--- config.mk ---
export PLATFORM = sky130hd
export DESIGN_NAME = tetris_board_renderer
export DESIGN_NICKNAME = d
export VERILOG_FILES = /design/src/rtl/tetris_pkg.sv /design/src/rtl/tetris_board_ram.sv /design/src/rtl/tetris_board_renderer.sv
export SDC_FILE = /design/constraint.sdc
export NUM_CORES = 1
export LEC_CHECK = 0
export ABC_AREA = 1
export BUFFER_PORTS_ARGS = -buffer_cell sky130_fd_sc_hd__buf_2
export CAP_MARGIN = 30
export CORE_MARGIN = 3
export CORE_UTILIZATION = 50
export CTS_CLUSTER_SIZE = 10
export DETAILED_ROUTE_END_ITERATION = 12
export GPL_TIMING_DRIVEN = 1
export PLACE_DENSITY = 0.69
export SLEW_MARGIN = 0
export SYNTH_ARGS = -nofsm -noshare
export SYNTH_HDL_FRONTEND = slang
export SYNTH_HIERARCHICAL = 1
export SYNTH_SLANG_ARGS = --single-unit
--- constraint.sdc ---
create_clock -name clk -period 13 [get_ports clk]
set_clock_uncertainty 0.05 [all_clocks]
set_input_delay 1.95 -clock clk [delete_from_list [all_inputs] [get_ports clk]]
set_output_delay 1.95 -clock clk [all_outputs]
set_load 0.01 [all_outputs]
--- src/rtl/tetris_pkg.sv ---
// Shared types and constants for the Tetris board renderer: colour index, RGB struct, palette.
`timescale 1ns/1ps
package tetris_pkg;

  typedef logic [2:0] color_idx_t;

  typedef struct packed {
    logic [7:0] r;
    logic [7:0] g;
    logic [7:0] b;
  } rgb_t;

  localparam rgb_t PALETTE [8] = '{
    '{8'h00, 8'h00, 8'h00},
    '{8'h00, 8'hFF, 8'hFF},
    '{8'hFF, 8'hFF, 8'h00},
    '{8'h80, 8'h00, 8'h80},
    '{8'h00, 8'hFF, 8'h00},
    '{8'hFF, 8'h00, 8'h00},
    '{8'h00, 8'h00, 8'hFF},
    '{8'hFF, 8'h80, 8'h00}
  };

  localparam rgb_t BG_RGB     = '{8'h10, 8'h10, 8'h10};
  localparam rgb_t BORDER_RGB = '{8'h80, 8'h80, 8'h80};

  localparam logic [9:0] H_ACTIVE = 10'd640;
  localparam logic [9:0] V_ACTIVE = 10'd480;

endpackage

--- src/rtl/tetris_board_ram.sv ---
// Playfield storage: simple dual-port RAM, one write port, one registered read port.
// A same-address read/write returns the old contents.
`timescale 1ns/1ps
module tetris_board_ram
  import tetris_pkg::*;
#(
  parameter int unsigned DEPTH = 200,
  parameter int unsigned AW    = 8
) (
  input  logic          clk,
  input  logic          we,
  input  logic [AW-1:0] waddr,
  input  color_idx_t    wdata,
  input  logic [AW-1:0] raddr,
  output color_idx_t    rdata
);

  color_idx_t mem [DEPTH];

  always_ff @(posedge clk) begin
    if (we) begin
      mem[waddr] <= wdata;
    end
    rdata <= mem[raddr];
  end

endmodule

--- src/rtl/tetris_board_renderer.sv ---
// Renders the 10x20 Tetris playfield with a border from VGA pixel coordinates.
// Fixed 3-cycle latency; board writes accepted only in vertical blank.
`timescale 1ns/1ps
module tetris_board_renderer
  import tetris_pkg::*;
#(
  parameter int unsigned CELL_PX   = 16,
  parameter int unsigned BOARD_W   = 10,
  parameter int unsigned BOARD_H   = 20,
  parameter int unsigned ORG_X     = 240,
  parameter int unsigned ORG_Y     = 80,
  parameter int unsigned BORDER_PX = 4
) (
  input  logic       clk,
  input  logic       rst_n,
  input  logic [9:0] pix_x,
  input  logic [9:0] pix_y,
  input  logic       video_on,
  input  logic       hs_in,
  input  logic       vs_in,
  input  logic       wr_valid,
  output logic       wr_ready,
  input  logic [3:0] wr_col,
  input  logic [4:0] wr_row,
  input  logic [2:0] wr_color,
  input  logic       clear_req,
  output logic       busy,
  output logic       vga_HS,
  output logic       vga_VS,
  output logic [7:0] R,
  output logic [7:0] G,
  output logic [7:0] B
);

  localparam int unsigned      CellShift  = $clog2(CELL_PX);
  localparam logic [7:0]       LastAddr   = 8'(BOARD_W * BOARD_H - 1);
  localparam logic [3:0]       BoardWCols = 4'(BOARD_W);
  localparam logic [4:0]       BoardHRows = 5'(BOARD_H);
  localparam logic signed [10:0] OrgX     = 11'(ORG_X);
  localparam logic signed [10:0] OrgY     = 11'(ORG_Y);
  localparam logic signed [10:0] BoardWPx = 11'(BOARD_W * CELL_PX);
  localparam logic signed [10:0] BoardHPx = 11'(BOARD_H * CELL_PX);
  localparam logic signed [10:0] BorderPx = 11'(BORDER_PX);

  typedef enum logic [0:0] {StIdle, StClear} state_e;

  state_e     state_q, state_d;
  logic [7:0] sweep_q, sweep_d;

  logic       ram_we;
  logic [7:0] ram_waddr;
  color_idx_t ram_wdata;
  color_idx_t ram_rdata;

  assign busy     = (state_q == StClear);
  assign wr_ready = (state_q == StIdle) && !clear_req && (pix_y >= V_ACTIVE);

  // Out-of-range writes still handshake but never reach the RAM.
  logic wr_in_range;
  assign wr_in_range = (wr_col < BoardWCols) && (wr_row < BoardHRows);

  always_comb begin
    state_d   = state_q;
    sweep_d   = sweep_q;
    ram_we    = 1'b0;
    ram_waddr = 8'(wr_row * BOARD_W + wr_col);
    ram_wdata = wr_color;
    unique case (state_q)
      StClear: begin
        ram_we    = 1'b1;
        ram_waddr = sweep_q;
        ram_wdata = '0;
        if (sweep_q == LastAddr) begin
          state_d = StIdle;
          sweep_d = '0;
        end else begin
          sweep_d = sweep_q + 8'd1;
        end
      end
      StIdle: begin
        if (clear_req) begin
          state_d = StClear;
          sweep_d = '0;
        end else begin
          ram_we = wr_valid && wr_ready && wr_in_range;
        end
      end
      default: state_d = StClear;
    endcase
  end

  always_ff @(posedge clk or negedge rst_n) begin
    if (!rst_n) begin
      state_q <= StClear;
      sweep_q <= '0;
    end else begin
      state_q <= state_d;
      sweep_q <= sweep_d;
    end
  end

  // S1: board-relative coordinates, region flags and cell address.
  logic signed [10:0] dx, dy;
  logic [10:0]        col_s1, row_s1;
  logic               board_s1, border_s1;
  logic [7:0]         addr_s1;

  assign dx = $signed({1'b0, pix_x}) - OrgX;
  assign dy = $signed({1'b0, pix_y}) - OrgY;

  assign board_s1  = (dx >= 11'sd0) && (dx < BoardWPx) && (dy >= 11'sd0) && (dy < BoardHPx);
  assign border_s1 = !board_s1
                     && (dx >= -BorderPx) && (dx < BoardWPx + BorderPx)
                     && (dy >= -BorderPx) && (dy < BoardHPx + BorderPx);

  assign col_s1  = $unsigned(dx) >> CellShift;
  assign row_s1  = $unsigned(dy) >> CellShift;
  assign addr_s1 = board_s1 ? 8'(row_s1 * BOARD_W + col_s1) : 8'd0;

  logic [7:0]           addr1_q;
  logic                 board1_q, border1_q, board2_q, border2_q, clear2_q;
  logic [CellShift-1:0] offx1_q, offy1_q, offx2_q, offy2_q;
  logic [2:0]           hs_q, vs_q, vo_q;
  rgb_t                 rgb_d, rgb_q;

  always_ff @(posedge clk or negedge rst_n) begin
    if (!rst_n) begin
      addr1_q   <= '0;
      board1_q  <= 1'b0;
      border1_q <= 1'b0;
      offx1_q   <= '0;
      offy1_q   <= '0;
      board2_q  <= 1'b0;
      border2_q <= 1'b0;
      clear2_q  <= 1'b1;
      offx2_q   <= '0;
      offy2_q   <= '0;
      rgb_q     <= '0;
      hs_q      <= '1;
      vs_q      <= '1;
      vo_q      <= '0;
    end else begin
      addr1_q   <= addr_s1;
      board1_q  <= board_s1;
      border1_q <= border_s1;
      offx1_q   <= dx[CellShift-1:0];
      offy1_q   <= dy[CellShift-1:0];
      board2_q  <= board1_q;
      border2_q <= border1_q;
      clear2_q  <= (state_q == StClear);
      offx2_q   <= offx1_q;
      offy2_q   <= offy1_q;
      rgb_q     <= rgb_d;
      hs_q      <= {hs_q[1:0], hs_in};
      vs_q      <= {vs_q[1:0], vs_in};
      vo_q      <= {vo_q[1:0], video_on};
    end
  end

  tetris_board_ram #(
    .DEPTH (BOARD_W * BOARD_H),
    .AW    (8)
  ) u_ram (
    .clk   (clk),
    .we    (ram_we),
    .waddr (ram_waddr),
    .wdata (ram_wdata),
    .raddr (addr1_q),
    .rdata (ram_rdata)
  );

  // S3: a sweep in progress hides stale RAM contents by forcing empty cells.
  color_idx_t idx_s2;
  assign idx_s2 = clear2_q ? color_idx_t'(0) : ram_rdata;

  always_comb begin
    rgb_d = '0;
    if (border2_q) begin
      rgb_d = BORDER_RGB;
    end else if (board2_q) begin
      if (idx_s2 == '0) begin
        rgb_d = BG_RGB;
      end else if (!(&offx2_q) && !(&offy2_q)) begin
        rgb_d = PALETTE[idx_s2];
      end
    end
  end

  assign vga_HS = hs_q[2];
  assign vga_VS = vs_q[2];
  assign R      = vo_q[2] ? rgb_q.r : 8'd0;
  assign G      = vo_q[2] ? rgb_q.g : 8'd0;
  assign B      = vo_q[2] ? rgb_q.b : 8'd0;

endmodule

==> qor.yml <==
num-nets-final: 2783
gp_congestion: 0.856
crit_fanout: 16
cts_resized: 0
wl_per_cell_um: 20.6
fp.coreArea_mm2: 0.0565
finalMaxSlewViolations: 0
drtAntennaViolNets: 0
post-route-min-period_ns: 5.26
drv_cap: 0
track_usage: 0.240
setup_ws_ns: 7.74
ios: 67
hold_buffers: 0
setup_violations: 0
place_worst_setup_slack_ns: 7.17
fin_crit_sh: 0.405
synth_top_area_share: 0.629
rsz0062_at_grt: "no"
seq_area_frac_synth: 0.680
worstSetupPathType: "input port to register"
status: "finished clean"
clk_latency_ns: 0.60
cts_tree: "built"
initial_core_util: 0.507
grt_start_max_net_pins: 183
ys_types: 38
drt-total-wl_mm: 72.1
async_reset_ff_frac: 0.0850
h-tree-depth: 3
yosys.area.top_type: "edfxtp_1"
ys.flop_type: "edfxtp_1"
clock_path_buffers: 3
cts_buffers: 76
synth_warnings: 6
viasPerCell: 5.78
grt_pass1_vias: 20100
synthCells: 2690
total_power_w: 0.00432
die-area_mm2: 0.0602
max_freq_mhz: 190
syn_area_mm2: 0.0287
fillCellCount: 4590
cp-end-kind: "register"
placementRows: 87
ir_worst_vdd_mv: 0.0818
worst_ep_arrival_time_ns: 5.45
utilization: 0.564
hold_class: "register to register"
grt_pass1_wl_mm: 111
post_cts_buffers: 0
final_common_cell: "nand2_1"
portBuffers: 66
synth_edf_count: 600
syn_nets: 2763
hpwl_mm: 43.6
cts_sinks: 659
die_h_um: 245
area_delta_synth_final_pct: 11.3
worst_pin_slew_ns: 1.12
cts-root-buf: "clkbuf_16"
diodes: 0
die_x_um: 245
yosys-top-cells-area: "edfxtp_1, nand2_1, nand3_1"
remaining_drc_errors: 0
powerDensity_mw_per_mm2: 136
post_synth.cell_area_avg_um2: 10.7
drtIter0Drc: 2009
cp-start-kind: "input port"
final_cell_mix: "nand2_1, edfxtp_1, nand3_1, nor2_1, inv_1"
num_vias: 20200
worst-endpoint-required_ns: 13.19
hold_viol: 0
clk_pin_slew_ns: 0.06
grt.overflow.total: 0
power.leakage_nw: 11.8
max_slew_margin: 0.255
antenna_found_initial: 3
dr.pass1.iters: 6
drive_gt1_frac: 0.0803
fin_tns_setup_ns: 0
ys_seq_elements: 659
## worst max-delay path: stages
cell     delay [ns]
buf_2          0.12
ha_1           0.29
ha_1           0.22
fa_1           0.44
xnor2_1        0.29
xor2_1         0.12
o21ai_0        0.47
inv_1          0.13
nor2_1         0.22
nand3_1        0.61
nor3_1         0.59
## where the power goes
part           internal, W  switching (W)
Sequential         0.00229     0.00000528
Combinational    0.0000572       0.000111
Clock              0.00110       0.000766
Total              0.00344       0.000883
## flip-flops by register name, summed over array words and instances (netlist names), 3 cells and up
signal,flops
offx2_q,4
vs_q,3
offx1_q,4
rgb_q,9
vo_q,3
hs_q,3
addr1_q,8
offy1_q,4
sweep_q,8
u_ram/rdata,3
offy2_q,4
u_ram/mem,600
## metal layers
layer / vias to the layer above / track usage / routed length, µm
met5: - / 0 / 13
met4: 2 / 0.107 / 2670
met3: 164 / 0.0393 / 6400
met2: 927 / 0.393 / 34500
met1: 9856 / 0.318 / 28500
li1: 9257 / - / -
## cell families after synthesis
logic type / count (synthesis) / share of synthesized area
buffers and inverters: 271 / 0.0439
adder cells (fa/ha/maj): 34 / 0.0159
AND/OR/NAND/NOR: 1652 / 0.245
XOR/XNOR: 9 / 0.00275
AO/OA/AOI/OAI: 65 / 0.0125
flip-flops: 659 / 0.680
## cell type report
cell class / count / area (µm²) / share of cell area
clock buffer: 107 / 2080 / 0.0653
clock inverter: 2 / 12.5 / 0.000392
inverter: 104 / 403 / 0.0126
multi-input combinational: 1760 / 7930 / 0.249
sequential: 659 / 19500 / 0.611
tap: 756 / 946 / 0.0297
timing repair buffer: 109 / 1020 / 0.0319
## path summary, 6_finish.rpt
path / start / to / slack [ns] / cells past startpoint
min: offx1_q[1] / offx2_q[1] / 0.29 / 0
min in group asynchronous: rst_n / offy2_q[0] / 1.44 / 2
min reg2reg: offx1_q[1] / offx2_q[1] / 0.29 / 0
max reg2reg: addr1_q[0] / u_ram/rdata[2] / 9.15 / 13
max in group asynchronous: rst_n / addr1_q[1] / 10.93 / 2
max: wr_row[1] / u_ram/mem[118][0] / 7.74 / 11
## synth_stat cells, types with 12 or more instances
| master | number |
|---|---|
| a21oi_1 | 13 |
| buf_1 | 13 |
| buf_2 | 76 |
| buf_4 | 38 |
| clkbuf_1 | 40 |
| dfrtp_1 | 48 |
| edfxtp_1 | 600 |
| ha_1 | 30 |
| inv_1 | 96 |
| nand2_1 | 777 |
| nand3_1 | 572 |
| nor2_1 | 265 |
| nor3_1 | 14 |
| o21ai_0 | 33 |
| o22ai_1 | 12 |
## through the flow
stage / area, µm² / instances / hold slack [ns]
after floorplan: 28700 / 2690 / 0.281
after global placement: 29300 / 3367 / 0.282
after detailed placement: 29700 / 3384 / 0.285
after CTS: 31800 / 3493 / 0.291
after global routing: 31900 / 3497 / 0.298
final: 31900 / 3497 / 0.288
(Power assumes the default switching activity.)
